File: src/rtl/idma_copy_sched.sv
// Copy-descriptor scheduler: round-robin between two requesters, one iDMA copy in flight.
// Define IDMA_SCHED_TIMEOUT_EN to add a WAIT-state watchdog that completes the copy with an error.
module idma_copy_sched #(
  parameter int unsigned AXI_ADDR_WID = 32,
  parameter int unsigned NUM_WID      = 32,
  parameter int unsigned TO_WID       = 16
) (
  input  logic                      aclk,
  input  logic                      areset,
  input  logic [1:0]                cmd_valid,
  output logic [1:0]                cmd_ready,
  input  logic [2*AXI_ADDR_WID-1:0] cmd_src,
  input  logic [2*AXI_ADDR_WID-1:0] cmd_dst,
  input  logic [2*NUM_WID-1:0]      cmd_num,
  output logic [1:0]                cmd_done,
  output logic [1:0]                cmd_err,
  output logic                      rd_req,
  output logic [AXI_ADDR_WID-1:0]   rd_addr,
  output logic [NUM_WID-1:0]        rd_num,
  input  logic                      rd_addr_ready,
  input  logic                      rd_done_intr,
  output logic                      wr_req,
  output logic [AXI_ADDR_WID-1:0]   wr_addr,
  output logic [NUM_WID-1:0]        wr_num,
  input  logic                      wr_addr_ready,
  input  logic                      wr_done_intr,
  output logic                      busy,
  output logic                      owner
);

  localparam int unsigned AW = AXI_ADDR_WID;
  localparam int unsigned NW = NUM_WID;

  if (TO_WID == 0) begin : g_bad_to_wid
    $error("TO_WID must be at least 1");
  end

  typedef enum logic [1:0] {S_IDLE, S_ISSUE, S_WAIT, S_DONE} state_t;

  state_t          state_q, state_d;
  logic            last_q, last_d;
  logic            owner_d, busy_d;
  logic [1:0]      ready_d, done_d, err_out_d;
  logic            rd_req_d, wr_req_d;
  logic [AW-1:0]   src_q, src_d, dst_q, dst_d;
  logic [NW-1:0]   num_q, num_d;
  logic            err_q, err_d;
  logic            rd_acc_q, rd_acc_d, wr_acc_q, wr_acc_d;
  logic            rd_seen_q, rd_seen_d, wr_seen_q, wr_seen_d;
  logic            gnt, rd_acc_nx, wr_acc_nx;
`ifdef IDMA_SCHED_TIMEOUT_EN
  logic [TO_WID-1:0] to_cnt_q, to_cnt_d;
`endif

  assign rd_addr = src_q;
  assign wr_addr = dst_q;
  assign rd_num  = num_q;
  assign wr_num  = num_q;

  // Next-state and registered-output decode
  always_comb begin
    state_d   = state_q;
    last_d    = last_q;
    owner_d   = owner;
    ready_d   = 2'b00;
    done_d    = 2'b00;
    err_out_d = 2'b00;
    rd_req_d  = 1'b0;
    wr_req_d  = 1'b0;
    src_d     = src_q;
    dst_d     = dst_q;
    num_d     = num_q;
    err_d     = err_q;
    rd_acc_d  = rd_acc_q;
    wr_acc_d  = wr_acc_q;
    rd_seen_d = rd_seen_q;
    wr_seen_d = wr_seen_q;
`ifdef IDMA_SCHED_TIMEOUT_EN
    to_cnt_d  = to_cnt_q;
`endif
    gnt       = (cmd_valid == 2'b11) ? ~last_q : cmd_valid[1];
    rd_acc_nx = rd_acc_q | (rd_req & rd_addr_ready);
    wr_acc_nx = wr_acc_q | (wr_req & wr_addr_ready);

    case (state_q)
      S_IDLE: begin
        if (|cmd_valid) begin
          ready_d[gnt] = 1'b1;
          owner_d      = gnt;
          last_d       = gnt;
          src_d        = gnt ? cmd_src[AW +: AW] : cmd_src[0 +: AW];
          dst_d        = gnt ? cmd_dst[AW +: AW] : cmd_dst[0 +: AW];
          num_d        = gnt ? cmd_num[NW +: NW] : cmd_num[0 +: NW];
          err_d        = (num_d == '0);
          rd_acc_d     = 1'b0;
          wr_acc_d     = 1'b0;
          state_d      = S_ISSUE;
        end
      end
      S_ISSUE: begin
        rd_seen_d = rd_seen_q | rd_done_intr;
        wr_seen_d = wr_seen_q | wr_done_intr;
        // A zero-length descriptor passes straight through to DONE without raising requests
        if (err_q) begin
          state_d = S_DONE;
        end else begin
          rd_acc_d = rd_acc_nx;
          wr_acc_d = wr_acc_nx;
          rd_req_d = ~rd_acc_nx;
          wr_req_d = ~wr_acc_nx;
          if (rd_acc_nx && wr_acc_nx) begin
            state_d = S_WAIT;
`ifdef IDMA_SCHED_TIMEOUT_EN
            to_cnt_d = '0;
`endif
          end
        end
      end
      S_WAIT: begin
        rd_seen_d = rd_seen_q | rd_done_intr;
        wr_seen_d = wr_seen_q | wr_done_intr;
        if (rd_seen_q && wr_seen_q) begin
          state_d = S_DONE;
        end
`ifdef IDMA_SCHED_TIMEOUT_EN
        else if (to_cnt_q == '1) begin
          state_d = S_DONE;
          err_d   = ~(rd_seen_d & wr_seen_d);
        end
        to_cnt_d = to_cnt_q + TO_WID'(1);
`endif
      end
      S_DONE: begin
        done_d[owner]    = 1'b1;
        err_out_d[owner] = err_q;
        err_d            = 1'b0;
        rd_seen_d        = 1'b0;
        wr_seen_d        = 1'b0;
        state_d          = S_IDLE;
      end
      default: state_d = S_IDLE;
    endcase

    busy_d = (state_d != S_IDLE);
  end

  // State and output registers
  always_ff @(posedge aclk) begin
    if (areset) begin
      state_q   <= S_IDLE;
      last_q    <= 1'b1;
      owner     <= 1'b0;
      busy      <= 1'b0;
      cmd_ready <= 2'b00;
      cmd_done  <= 2'b00;
      cmd_err   <= 2'b00;
      rd_req    <= 1'b0;
      wr_req    <= 1'b0;
      src_q     <= '0;
      dst_q     <= '0;
      num_q     <= '0;
      err_q     <= 1'b0;
      rd_acc_q  <= 1'b0;
      wr_acc_q  <= 1'b0;
      rd_seen_q <= 1'b0;
      wr_seen_q <= 1'b0;
`ifdef IDMA_SCHED_TIMEOUT_EN
      to_cnt_q  <= '0;
`endif
    end else begin
      state_q   <= state_d;
      last_q    <= last_d;
      owner     <= owner_d;
      busy      <= busy_d;
      cmd_ready <= ready_d;
      cmd_done  <= done_d;
      cmd_err   <= err_out_d;
      rd_req    <= rd_req_d;
      wr_req    <= wr_req_d;
      src_q     <= src_d;
      dst_q     <= dst_d;
      num_q     <= num_d;
      err_q     <= err_d;
      rd_acc_q  <= rd_acc_d;
      wr_acc_q  <= wr_acc_d;
      rd_seen_q <= rd_seen_d;
      wr_seen_q <= wr_seen_d;
`ifdef IDMA_SCHED_TIMEOUT_EN
      to_cnt_q  <= to_cnt_d;
`endif
    end
  end

endmodule
File: config.mk
export PLATFORM = sky130hd
export DESIGN_NAME = idma_copy_sched
export DESIGN_NICKNAME = d
export VERILOG_FILES = /design/src/rtl/idma_copy_sched.sv
export SDC_FILE = /design/constraint.sdc
export NUM_CORES = 1
export LEC_CHECK = 0
export BUFFER_PORTS_ARGS = -buffer_cell sky130_fd_sc_hd__buf_2
export CAP_MARGIN = 20
export CORE_AREA = 2 2 130 132
export DETAILED_ROUTE_END_ITERATION = 10
export DIE_AREA = 0 0 132 134
export PLACE_DENSITY = 0.7
export SETUP_SLACK_MARGIN = 0.05
export SYNTH_ARGS = -nofsm -noshare
export SYNTH_HDL_FRONTEND = slang
export SYNTH_SLANG_ARGS = --single-unit
File: constraint.sdc
create_clock -name aclk -period 1.64 [get_ports aclk]
set_input_delay 0.328 -clock aclk [delete_from_list [all_inputs] [get_ports aclk]]
set_output_delay 0.328 -clock aclk [all_outputs]
set_load 0.03 [all_outputs]
==> impl_metrics.yaml <==
run_status:
  status: "finished clean"
timing:
  finalHoldViolCount: 0
  hold_ws_ns: 0.154
  maxSlewHeadroom_pct: 61.7
  rsz0062_at_grt: "true"
  worst_pin_slew_ns: 0.569
  setup_viol: 0
  fmax_ghz: 0.651
  min_period_over_period_pct: 93.6
  clock-skew-final_ns: 0.00988
  slew_viol_final: 0
  fin_crit_ns: 1.54
logic_synthesis:
  syn_area_per_cell_um2: 8.44
  ys_warn_count: 0
  yosys.area.top_type: "dfxtp_1"
  synth_nets: 857
  yosys-top-cells-area: "dfxtp_1 (41%), a311oi_2 (16%), nand2_1 (13%)"
  synth_cells: 657
  synth_edf_count: 0
  ys_ff_latch: 114
  async_reset_ff_share_pct: 0
  synth-main-ff-cell: "dfxtp_1"
  synth_top_area_share_pct: 41.1
  synth_common_cells: "nand2_1 (193), dfxtp_1 (114), nor2_1 (105)"
  synth-seq-area-share_pct: 41.1
  yosysMostFrequentCell: "nand2_1"
  syn_area_mm2: 0.00555
  synth_cell_types: 31
clocking:
  cts.sinks: 114
  h-tree-depth: 4
  cts_tree: "yes"
  ctsResizeCount: 0
  cts_buffers: 17
  cts.path.max_buffers: 2
  ctsHoldBuffers: 0
  clk_pin_slew_worst_paths_ns: 0.06
  root_buffer: "clkbuf_16"
  clock_latency_ns: 0.41
cells_and_area:
  fin_area_mm2: 0.00817
  drive_gt1_share_pct: 48.9
  final_core_util_pct: 50.1
  fin_nets: 1178
  insertedDiodeCount: 0
  synthToLayoutAreaGrowth_pct: 47.2
  stdcell_count: 1211
  multi_input_area_mm2: 0.00274
  regArea_mm2: 0.00228
  fill_cells: 1595
global_routing:
  grt_max_degree: 52
  grt_pass1_vias: 5502
  grt_pass1_wl_um: 27700
  grt_usage_pct: 19.6
  antenna_found_initial: 0
  overflow: 0
routing:
  drtIter0Drc: 331
  drcViolationCount: 0
  vias_per_cell: 4.99
  first_pass_iters: 5
  wl_per_cell_um: 15.5
  ant_nets: 0
  wirelength_um: 18800
  via_count: 6038
die:
  coreArea_mm2: 0.0163
  dieWidth_um: 132
  dieArea_mm2: 0.0177
  pin_count: 338
  start_util_pct: 34.1
  die_h_um: 134
  rows: 47
run:
  max_cap_viol_count: 0
setup_path:
  endpoint_kind: "flop"
  cp.required_ns: 1.95
  cp-start-kind: "flop"
  cp_max_fo: 19
  cp_data_arrival_time_ns: 1.84
  crit_type: "flop to flop"
power:
  p_leak_nw: 3.92
  power.density_mw_per_mm2: 1170
  ir_drop_uv: 646
placement:
  dp_cells: 1170
  detailed_place.area_mm2: 0.00747
  place_congestion: 0.857
  dp_hpwl_um: 13900
  io_buffers: 337
hold_path:
  hold_class: "input pin to flop"
metrics by stage:
step           setup TNS (ns)  setup slack, ns  power (mW)
2_1_floorplan               0            0.198        5.07
3_3_place_gp          -0.0730          -0.0730        5.89
3_5_place_dp          -0.0884          -0.0884        5.92
4_1_cts                     0           0.0561        9.60
5_1_grt                     0           0.0337        9.97
6_report                    0            0.105        9.57
power breakdown:
| part | internal (mW) | leakage [nW] | switching (mW) |
|---|---|---|---|
| logic | 0.995 | 2.69 | 1.70 |
| clock network | 2.27 | 0.283 | 1.37 |
| registers | 3.06 | 0.945 | 0.170 |
| total | 6.33 | 3.92 | 3.24 |
cells by family (layout without fill, tap and decap cells):
group / Yosys count / count (layout) / share of synthesized area [%]
AND/OR/NAND/NOR: 340 / 340 / 24.7
AO/OA/AOI/OAI: 114 / 115 / 24.1
flip-flops: 114 / 114 / 41.1
buffers and inverters: 89 / 422 / 10.0
final timing paths:
kind | start | to | slack (ns) | cells after the start
max | state_q[0]$_SDFF_PP0_ | wr_addr[15]$_SDFFE_PP0P_ | 0.10 | 6
min | wr_done_intr | wr_seen_q$_SDFFE_PP0P_ | 0.15 | 3
max reg2reg | state_q[0]$_SDFF_PP0_ | wr_addr[15]$_SDFFE_PP0P_ | 0.10 | 6
min reg2reg | rd_seen_q$_SDFFE_PP0P_ | rd_seen_q$_SDFFE_PP0P_ | 0.47 | 2
cell usage in the layout, fill, tap and decap left out, types with 2 or more instances in the layout:
cell type / n
buf_2: 336
nand2_1: 193
dfxtp_1: 114
nor2_1: 105
a311oi_2: 60
buf_4: 37
a311oi_1: 35
clkbuf_16: 19
nor4_1: 17
buf_12: 14
nor3_1: 10
clkinv_2: 5
nand2b_1: 4
a21oi_1: 4
nand3_1: 4
a31oi_1: 3
nor2b_1: 2
o21ai_0: 2
a21o_1: 2
nand4_1: 2
bufinv_16: 2
clkinvlp_4: 2
inv_6: 2
clkinv_4: 2
flip-flops by register name, indices dropped and copies added (netlist names):
name / flops
busy: 1
cmd_done: 2
cmd_err: 2
cmd_ready: 2
err_q: 1
last_q: 1
owner: 1
rd_acc_q: 1
rd_addr: 32
rd_num: 32
rd_req: 1
rd_seen_q: 1
state_q: 2
wr_acc_q: 1
wr_addr: 32
wr_req: 1
wr_seen_q: 1
routing by layer:
metal,track usage (%),vias to the layer above,share of wire [%]
li1,-,2927,-
met1,22.6,2808,41
met2,34.3,279,50
met3,5.71,21,6.8
met4,7.91,3,2.2
met5,0,-,0.18
timing repair:
action,CTS,global route
endpoints found under the setup margin,0,70
hold endpoints to repair,0,0
buffers inserted,0,6
critical path, stage by stage (launching register included):
cell	delay [ns]
dfxtp_1	0.31
or2_1	0.26
nor2_4	0.20
buf_12	0.18
buf_12	0.15
nor2_1	0.05
a311oi_1	0.26
cell type report:
| class | instances | area share, % |
|---|---|---|
| multi-input cells | 455 | 33.5 |
| repair buffers | 389 | 28.0 |
| flip-flops and latches | 114 | 27.9 |
| clock buffers | 19 | 5.42 |
| well taps | 220 | 3.37 |
| clock inverters | 13 | 1.65 |
| inverters | 1 | 0.0460 |
No activity file was read; power rests on OpenSTA's default activity.
